--- config.mk ---
export PLATFORM = sky130hd
export DESIGN_NAME = fetch_sequencer
export DESIGN_NICKNAME = d
export VERILOG_FILES = /design/src/rtl/fetch_sequencer.sv
export SDC_FILE = /design/constraint.sdc
export NUM_CORES = 1
export LEC_CHECK = 0
export CAP_MARGIN = 25
export CORE_UTILIZATION = 42
export CTS_CLUSTER_DIAMETER = 200
export DETAILED_ROUTE_END_ITERATION = 8
export PLACE_DENSITY = 0.88
export SETUP_SLACK_MARGIN = 0.02
export SLEW_MARGIN = 20
export SYNTH_ARGS = -nofsm -noshare
export SYNTH_HDL_FRONTEND = slang
export SYNTH_SLANG_ARGS = --single-unit
--- constraint.sdc ---
create_clock -name clk -period 6.65 [get_ports clk]
set_input_delay 1.33 -clock clk [delete_from_list [all_inputs] [get_ports clk]]
set_output_delay 1.33 -clock clk [all_outputs]
set_load 0.01 [all_outputs]
--- src/rtl/fetch_sequencer.sv ---
// fetch_sequencer: fetches 1-3 byte instructions from byte memory and hands them to execute over valid/ready.
module fetch_sequencer #(
  parameter int ADDR_WIDTH = 9,
  parameter int DATA_WIDTH = 8
) (
  input  logic                  clk,
  input  logic                  rst_n,
  input  logic [ADDR_WIDTH-1:0] pc,
  output logic                  pc_hold,
  output logic                  pc_jump_en,
  output logic [ADDR_WIDTH-1:0] pc_jump_addr,
  output logic [1:0]            instr_size,
  output logic                  mem_req,
  output logic [ADDR_WIDTH-1:0] mem_addr,
  input  logic                  mem_ack,
  input  logic [DATA_WIDTH-1:0] mem_rdata,
  output logic                  instr_valid,
  input  logic                  instr_ready,
  output logic [DATA_WIDTH-1:0] opcode,
  output logic [DATA_WIDTH-1:0] operand1,
  output logic [DATA_WIDTH-1:0] operand2,
  input  logic                  jump_req,
  input  logic [ADDR_WIDTH-1:0] jump_addr,
  input  logic                  halt_req,
  output logic                  halted
);
  typedef enum logic [2:0] {IDLE, FETCH_OP, FETCH_B1, FETCH_B2, VALID, HALT} state_t;
  state_t state, state_nx;
  logic [1:0] size_dec;
  logic [ADDR_WIDTH-1:0] offs;
  logic hs;
  assign size_dec = mem_rdata[DATA_WIDTH-1] ? 2'd3 : mem_rdata[DATA_WIDTH-2] ? 2'd2 : 2'd1;
  assign hs = (state == VALID) && instr_ready;
  always_comb begin
    state_nx = state;
    case (state)
      IDLE:     state_nx = FETCH_OP;
      FETCH_OP: state_nx = mem_ack ? ((size_dec == 2'd1) ? VALID : FETCH_B1) : FETCH_OP;
      FETCH_B1: state_nx = mem_ack ? ((instr_size == 2'd2) ? VALID : FETCH_B2) : FETCH_B1;
      FETCH_B2: state_nx = mem_ack ? VALID : FETCH_B2;
      VALID:    state_nx = instr_ready ? (halt_req ? HALT : FETCH_OP) : VALID;
      HALT:     state_nx = halt_req ? HALT : FETCH_OP;
      default:  state_nx = IDLE;
    endcase
  end
  // operand bytes follow the opcode, wrapping modulo the address space
  always_comb begin
    offs = (state == FETCH_B1) ? ADDR_WIDTH'(1) : (state == FETCH_B2) ? ADDR_WIDTH'(2) : '0;
    mem_addr = pc + offs;
    mem_req = (state == FETCH_OP) || (state == FETCH_B1) || (state == FETCH_B2);
    instr_valid = state == VALID;
    halted = state == HALT;
    pc_hold = !hs;
    pc_jump_en = hs && jump_req;
    pc_jump_addr = (hs && jump_req) ? jump_addr : '0;
  end
  always_ff @(posedge clk or negedge rst_n) begin
    if (!rst_n) begin
      state <= IDLE;
      opcode <= '0;
      operand1 <= '0;
      operand2 <= '0;
      instr_size <= 2'd1;
    end else begin
      state <= state_nx;
      if (state == FETCH_OP && mem_ack) begin
        opcode <= mem_rdata;
        operand1 <= '0;
        operand2 <= '0;
        instr_size <= size_dec;
      end
      if (state == FETCH_B1 && mem_ack) operand1 <= mem_rdata;
      if (state == FETCH_B2 && mem_ack) operand2 <= mem_rdata;
    end
  end
endmodule

======== After elaboration in Yosys (flattened, before gate mapping) ========
Cells that the tools add are included.
storage, ports and cells
  word-level logic and storage cells ...... 40
  output and inout bits ................... 49
  bits of input ports ..................... 32
  bits in registers ....................... 29
operators by class
  equal/unequal tests ..................... 7
  reduce and logical (&&, ||, !) cells .... 11
  add/subtract/negate cells ............... 1
  muxes and demuxes ....................... 16
operator list
  cell                  count
  $mux W8               3
  $mux W3               7
  $pmux W3 S6           1
  $add A9 B2 Y9         1
  $mux W9               1
  $mux W2               4
  $eq A3 B2 Y1 const B  2
  $eq A3 B3 Y1 const B  2
  $logic_and A1 B1 Y1   5
  $reduce_bool A2 Y1    2
  $eq A3 B1 Y1 const B  1
  $logic_not A3 Y1      1
  $eq A2 B1 Y1 const B  1
  $eq A2 B2 Y1 const B  1
  $logic_or A1 B1 Y1    2
  $logic_not A1 Y1      1

======== Longest topological paths before layout ========
Gate-level depths: netlist (run 1).
  depth in word-level cells ............... 6
  gate-level depth with buffers ........... 9
  gate-level depth less buffers ........... 8

======== Worst setup path before layout (run 1) ========
No wires, ideal clock.
  path kind ............................... input to output
  start point ............................. in pc[0]
  end point ............................... out mem_addr[6]
  path buffers ............................ 0
  cell stages on the path ................. 6
  arrival time ............................ 2.454 ns
  slack ................................... 2.866 ns
  required time ........................... 5.320 ns
  cells stage by stage .................... ha_1 inv_1 fa_1 nor2b_1 nand4_1 xnor2_1
between the ends
  cells in the longest elaborated chain, start to end .. 1
RTL lines
  item           line  source
  from (decl)    8     input logic [ADDR_WIDTH-1:0] pc,
  $add A9 B2 Y9  49    mem_addr = pc + offs;
  to (decl)      14    output logic [ADDR_WIDTH-1:0] mem_addr,
No other way between the ends.

======== Worst setup path in the final report (run 1) ========
Same ends and word-level chain as after synthesis.

==> results of run 1 <==
-- synthesized netlist by cell type (3+ instances only) --
| cell | instances | share of area [%] |
|---|---|---|
| sky130_fd_sc_hd__nand2_1 | 6 | 1.5 |
| sky130_fd_sc_hd__dfrtp_1 | 28 | 47 |
| sky130_fd_sc_hd__mux2_4 | 6 | 6.0 |
| sky130_fd_sc_hd__xnor2_1 | 7 | 4.1 |
| sky130_fd_sc_hd__nand3_1 | 3 | 1.0 |
| sky130_fd_sc_hd__and2_1 | 9 | 3.8 |
| sky130_fd_sc_hd__buf_2 | 4 | 1.3 |
| sky130_fd_sc_hd__a22o_1 | 16 | 9.4 |
| sky130_fd_sc_hd__inv_1 | 7 | 1.8 |
| sky130_fd_sc_hd__nor2b_1 | 3 | 1.3 |
| sky130_fd_sc_hd__buf_6 | 3 | 2.3 |
| sky130_fd_sc_hd__nor2_1 | 5 | 1.3 |
-- cell usage in the layout (no fill, tap or decap), drive strengths merged --
master         instances
nor2b                  3
nor4bb                 1
clkbuf                 7
dfrtp                 28
nand2                  6
nand2b                 2
and4bb                 1
and2                   9
nor2                   7
o21a                   1
mux2                   8
or3                    1
bufinv                 1
and4b                  1
a31oi                  2
or2                    1
fa                     1
dfstp                  1
buf                    2
o21ai                  4
xnor2                  7
a21oi                  1
ha                     2
nand4                  2
and4                   1
inv                    7
a22o                  16
a21o                   2
and3                   2
nor3b                  2
nand3                  3
clkdlybuf4s50         80
-- registers in the layout (all words and copies together) (netlist names) --
name        flops
state           3
opcode          8
operand1        8
operand2        8
instr_size      2
-- final timing paths --
| check | slack [ns] | cells after the start | to |
|---|---|---|---|
| max in group asynchronous | 4.98 | 2 | instr_size[0] |
| setup / recovery | 1.71 | 8 | mem_addr[6] |
| hold reg to reg | 0.50 | 1 | opcode[1] |
| hold / removal | 0.50 | 1 | opcode[1] |
| min in group asynchronous | 1.37 | 2 | operand2[5] |
| setup reg to reg | 4.71 | 3 | operand1[4] |
-- logic make-up after synthesis --
group,after synthesis
buffers and inverters,15
DFF,29
xor gates and xnor gates,7
AOI/OAI and AO/OA,26
and+or+nand+nor,42
adders and majority gates,3
muxes,8
-- routing by layer --
metal / vias up / global-route usage (%) / routed length, um
met5: - / 0 / 0
met4: 0 / 6.35 / 44
met3: 4 / 7.35 / 459
met2: 81 / 37.6 / 1860
met1: 639 / 27.0 / 1610
li1: 616 / - / -
-- stage by stage --
step | hold slack (ns) | instance area [um^2] | power, mW | instances | utilization, %
6_report | 0.497 | 2400 | 0.955 | 258 | 71.3
5_1_grt | 0.529 | 2400 | 1.02 | 258 | 71.3
4_1_cts | 0.500 | 2400 | 0.962 | 258 | 71.3
3_5_place_dp | 0.479 | 2310 | 0.808 | 250 | 68.8
3_3_place_gp | 0.473 | 2310 | 0.790 | 250 | 68.8
2_1_floorplan | 0.497 | 1490 | 0.563 | 130 | -
-- critical path, delay by kind of cell --
kind / cells / cell delay, ns
adders and majority gates: 2 / 0.57
buffers and inverters: 3 / 1.09
and+or+nand+nor: 2 / 0.41
xor gates and xnor gates: 1 / 0.21
-- layout make-up --
class | count | area, um^2 | share of cell area (%)
clock buffers | 7 | 55.1 | 2.30
clock inverters | 1 | 30.0 | 1.25
inverters | 7 | 26.3 | 1.10
multi-input cells | 86 | 686 | 28.6
flip-flops and latches | 29 | 727 | 30.3
well taps | 46 | 57.6 | 2.40
repair buffers | 82 | 816 | 34.0
-- where the power goes --
part	internal, mW	switching [mW]
registers	0.260	0.0687
logic	0.286	0.189
clock network	0.0898	0.0614
total	0.636	0.319
==> results.md, run 1 <==
* Share of synthesized area spent on multiplexers at between 7 and 8%
* Launch point of the worst path: pc[0]
* Setup crit start kind: primary input
* Simple-gate portion of the synthesized area at roughly 17%
* Clock Pin Slew Worst Setup and Hold Paths at ~0.090 ns
* Fraction of registers with async set/reset at 100%
* RSZ-0062 raised after global routing: no
* Clock sinks at 29
* Warnings from Yosys at 0
* Hold bufs inserted after CTS at 0
* Sequential area share after synthesis at approximately half
* Count of input and output buffers at 80
* Post-synth net total at approximately 170
* Antenna-violating nets left at 0
* Die Width at around 62 um
* Post-synthesis adder-cell area fraction at 3.02%
* Global-route wire length before repair at 6.01 mm
* Total Routed Length at 3.98 mm
* Final Critical Period at 4.94 ns
* Worst Setup End Kind: output pin
* Die Span Y at just over 60 um
* Count of endpoints failing hold in the final timing report at 0
* Fraction of layout instances using a drive strength above 1 at under 10%
* Number of maximum-capacitance violations at 0
* Synth Register Bits at 29
* Total power divided by cell area at roughly 400 mW/mm^2
* Number of buffers inserted to repair setup after CTS at 0
* Syn-to-layout area delta at 60.5%
* Area enclosed by the die boundary at approximately 0.0038 mm^2
* Critical Path Slowest Stage Cell: sky130_fd_sc_hd__clkdlybuf4s50_1
* Ordered cell list for the critical path: clkdlybuf4s50_1 > ha_1 > inv_1 > fa_1 > nor2b_1 > nand4_1 > xnor2_1 > clkdlybuf4s50_1
* Total via count after detailed routing at approximately 1300
* Number of vias per cell after detailed routing at ~5.2
* Number of pins with negative max-slew slack in the final report at 0
* Worst clock skew on the final layout at around 0.0032 ns
* Root buf cell: sky130_fd_sc_hd__clkbuf_4
* Number of antenna cells inserted at 0
* Max Fanout on Critical Path at 3
* Parity-gate share of the synthesized area counting xor and xnor cells at roughly 4.1%
* Area fraction in compound gates after synthesis at 13.4%
* Hold Crit Start: opcode[1]
* Final-stage net count at 246
* Static Leak at approximately 1.0 nW
* Final critical-path setup slack at 1.71 ns
* Main combinational cell family by area after synthesis: simple AND/OR/NAND/NOR gates
* Relative slew slack at ~45%
* Number of fill cells in the layout at about 260
* Worst Hold Class: reg -> reg
* Highest ir drop seen on vdd at roughly 250 uV
* Top flip-flop cell by instance count after synthesis: sky130_fd_sc_hd__dfrtp_1
* Wire length per cell after detailed routing at between 15 and 20 um
* Core ar. at around 0.0034 mm^2
* CTS-repair resized insts at 0
* Synth Instances at 130
* Largest stage delay on the critical path at roughly 0.57 ns
* Detailed Routing Iterations Pass 1 at 4
* Number of antenna violations at the first check in global routing at 0
* Routability cong. at approximately 0.74
* Maximum number of pins on one net before global-route repair at 30
* Worst flop-to-flop path startpoint: state[1]
* Cell area after synthesis at 0.00149 mm^2
* Maximum clock insertion buffer count at 2
* Sum Neg Setup Slack at 0 ns
* Part of the cycle the worst path needs at 74.3%
* CP dominant cell by count: sky130_fd_sc_hd__clkdlybuf4s50_1
* Post-synth EDFFs at 0
* Transition time of the tightest slew-check pin at ~0.83 ns
* Final setup violation count at 0
* Unique cell type count in the Yosys netlist at 36
* Worst slack, placed at between 1.5 and 2 ns
* Overall overflow remaining after global route at 0
* Maximum achievable frequency at slightly above 0.2 GHz
* Clock tree from TritonCTS: done
* Total clock buffers created by CTS at 5
* Required time at the worst-slack endpoint at between 5 and 6 ns
* Mean area per synthesized cell at 11.5 um^2
* Ports placed on the boundary at 81
* Startpoint-to-endpoint class of the critical path: in -> out
* Number of global-route vias before repair at around 1300
* Clk Latency, worst-skew pair at between 0.3 and 0.4 ns
* HPWL after detailed placement at 2.98 mm
* Detailed router's first-iteration violation count at 36
* Remaining routing DRC violations at 0
* Run status: finished, final reports clean
* Number of core rows at 21
* Depth of the CTS H-tree at 2
* Critical path arrival at about 3.6 ns
* Starting utilization of the core area at 44.4%
* Overall track demand over capacity in global routing at 22.2%
Note: power is estimated with default switching activity, not from simulation.
==> inputs of run 2 (changes only) <==
--- a/config.mk
+++ b/config.mk
@@ -6,10 +6,10 @@
 export NUM_CORES = 1
 export LEC_CHECK = 0
 export CAP_MARGIN = 25
-export CORE_UTILIZATION = 42
+export CORE_UTILIZATION = 35
 export CTS_CLUSTER_DIAMETER = 200
 export DETAILED_ROUTE_END_ITERATION = 8
-export PLACE_DENSITY = 0.88
+export PLACE_DENSITY = 0.78
 export SETUP_SLACK_MARGIN = 0.02
 export SLEW_MARGIN = 20
 export SYNTH_ARGS = -nofsm -noshare
==> constraint.sdc (replaced) <==
create_clock -name clk -period 4.5 [get_ports clk]
set_input_delay 0.9 -clock clk [delete_from_list [all_inputs] [get_ports clk]]
set_output_delay 0.9 -clock clk [all_outputs]
set_load 0.01 [all_outputs]
==> run 2 against run 1 <==
  * Count of clock-buffer cells in the layout shrank 1
  * Die area grew 19%
  * Utilization down 12 points
  * Clock power is 34% higher
  * Clock skew down 0.0012 ns
  * First-iteration DRC count fell by 19%
  * Total power is 44% higher
  * Sequential power grew 47%
  * Register-to-register slack worse by 2.1 ns
  * Global-route usage shrank 5.0 points
  * Worst hold slack worse by 0.0021 ns
  * Final area increased by 0.10%
  * Critical path type unchanged
  * Highest routed layer unchanged
==> results.md, run 2 (same netlist as run 1, synthesis figures left out) <==
* Count of input and output buffers at 80
* Capturing point of the worst reg2reg path: operand1[4]
* Depth of the CTS H-tree at 2
* RSZ-0062 raised after global routing: no
* Worst clock skew on the final layout at between 0.0015 and 0.002 ns
* Clock Pin Slew Worst Setup and Hold Paths at approximately 0.06 ns
* Ports placed on the boundary at a little over 80
* Largest stage delay on the critical path at about 0.55 ns
* Number of fill cells in the layout at around 350
* Remaining routing DRC violations at 0
* Routability cong. at roughly 0.73
* CTS-repair resized insts at 0
* Count of endpoints failing hold in the final timing report at 0
* Total power divided by cell area at between 500 and 600 mW/mm^2
* Clk Latency, worst-skew pair at approximately 0.28 ns
* Sum Neg Setup Slack at 0 ns
* Number of core rows at 23
* Highest ir drop seen on vdd at approximately 340 uV
* Antenna-violating nets left at 0
* Largest registers ranked by flip-flop count: opcode (8), operand1 (8), operand2 (8)
* Worst Setup End Kind: output pin
* Number of maximum-capacitance violations at 0
* CP dominant cell by count: sky130_fd_sc_hd__clkdlybuf4s50_1
* Cells on Worst Hold Path at 1
* Final setup violation count at 0
* Number of antenna cells inserted at 0
* Final Critical Period at around 4 ns
* Hold bufs inserted after CTS at 0
* Detailed Routing Iterations Pass 1 at 4
* FF-to-FF setup slack at between 2 and 3 ns
* Max Fanout on Critical Path at 3
* Critical path arrival at 3.04 ns
* Non-filler instance count after layout at about 260
* Root buf cell: sky130_fd_sc_hd__clkbuf_8
* Worst flop-to-flop path startpoint: state[1]
* Overall track demand over capacity in global routing at 17.2%
* Endpoint with the worst hold slack: opcode[0]
* Setup crit start kind: primary input
* Cells on worst reg2reg path at 3
* Number of global-route vias before repair at roughly 1200
* Number of buffers inserted to repair setup after CTS at 0
* Core ar. at 0.00406 mm^2
* CP Buf/Inv Count at 3
* Fraction of layout instances using a drive strength above 1 at a little under a tenth
* Total clock buffers created by CTS at 5
* Detailed router's first-iteration violation count at 29
* Maximum achievable frequency at 0.254 GHz
* Hold Crit Start: opcode[0]
* Maximum number of pins on one net before global-route repair at 24
* Clock sinks at 29
* Final-stage net count at ~250
* Clock tree from TritonCTS: done
* Maximum clock insertion buffer count at 2
* Ordered cell list for the critical path: clkdlybuf4s50_1 > ha_1 > inv_1 > fa_1 > nor2b_1 > nand4_1 > xnor2_1 > clkdlybuf4s50_1
* Tightest hold margin at ~0.49 ns
* Static Leak at 1.04 nW
* Starting utilization of the core area at 36.8%
* Transition time of the tightest slew-check pin at between 0.8 and 0.9 ns
* Total placed cells including tap cells at between 200 and 300
* Wire length per cell after detailed routing at 14.0 um
* Run status: finished, final reports clean
* Area enclosed by the die boundary at 0.00453 mm^2
* Most common cell after layout, fill and taps aside: sky130_fd_sc_hd__clkdlybuf4s50_1
* Number of antenna violations at the first check in global routing at 0
* Worst Hold Class: reg -> reg
* Syn-to-layout area delta at 60.6%
* Part of the cycle the worst path needs at approximately 90%
* HPWL after detailed placement at between 2 and 3 mm
* Die Width at 67.3 um
* Overall overflow remaining after global route at 0
* Global-route wire length before repair at about 5.7 mm
* Die Span Y at 67.3 um
* Number of vias per cell after detailed routing at 4.89
* Highest-count cells in the layout ignoring fill and taps: 80 x sky130_fd_sc_hd__clkdlybuf4s50_1, 28 x sky130_fd_sc_hd__dfrtp_1, 16 x sky130_fd_sc_hd__a22o_1
* Total via count after detailed routing at 1282
* Final core occ at about three fifths
* Number of pins with negative max-slew slack in the final report at 0
* Critical Path Slowest Stage Cell: sky130_fd_sc_hd__clkdlybuf4s50_1
* Total Routed Length at around 3.7 mm
* Required time at the worst-slack endpoint at 3.60 ns
* Startpoint-to-endpoint class of the critical path: in -> out
* Dominant delay contributor by cell family on the critical path: buffers and inverters
* Relative slew slack at between 40 and 50%
==> run 2: area by class of cell <==
| type | count | area, um^2 | area share (%) |
|---|---|---|---|
| well taps | 50 | 62.6 | 2.61 |
| flip-flops and latches | 29 | 727 | 30.3 |
| inverters | 7 | 26.3 | 1.09 |
| clock inverters | 2 | 10.0 | 0.417 |
| clock buffers | 6 | 72.6 | 3.02 |
| repair buffers | 82 | 816 | 34.0 |
| multi-input cells | 86 | 686 | 28.6 |
==> run 2: how the worst max path moves through the flow <==
stage | endpoint | slack (ns) | startpoint | cells past startpoint
floorplan | mem_addr[6] | 1.58 | pc[0] | 6
detailed placement | mem_addr[6] | 0.56 | pc[0] | 8
CTS | mem_addr[6] | 0.55 | pc[0] | 8
global route | mem_addr[6] | 0.41 | pc[0] | 8
global placement | mem_addr[6] | 0.61 | pc[0] | 8
finish | mem_addr[6] | 0.56 | pc[0] | 8
==> run 2: worst register-to-register path, delay by kind of cell, from the launching register on <==
family | cells | cell delay [ns]
AO/OA/AOI/OAI | 1 | 0.24
AND/OR/NAND/NOR | 2 | 1.07
flip-flops | 1 | 0.50
==> run 2: layer usage <==
metal,GRT usage (%),part of all wire [%]
met1,22.4,44
met2,27.9,50
met3,3.38,5.0
met4,7.18,1.3
met5,0,0
==> run 2: through the flow <==
step | setup WS (ns) | cell area, um^2 | total power [mW]
after global routing | 0.414 | 2400 | 1.47
after detailed placement | 0.559 | 2320 | 1.18
final | 0.557 | 2400 | 1.38
after global placement | 0.607 | 2320 | 1.17
after floorplan | 1.58 | 1490 | 0.831
after CTS | 0.555 | 2400 | 1.40
==> run 2: report_power, final <==
part | internal, mW | leakage [nW] | switching [mW]
registers | 0.385 | 0.368 | 0.0963
clock network | 0.107 | 0.0450 | 0.0959
logic | 0.423 | 0.625 | 0.274
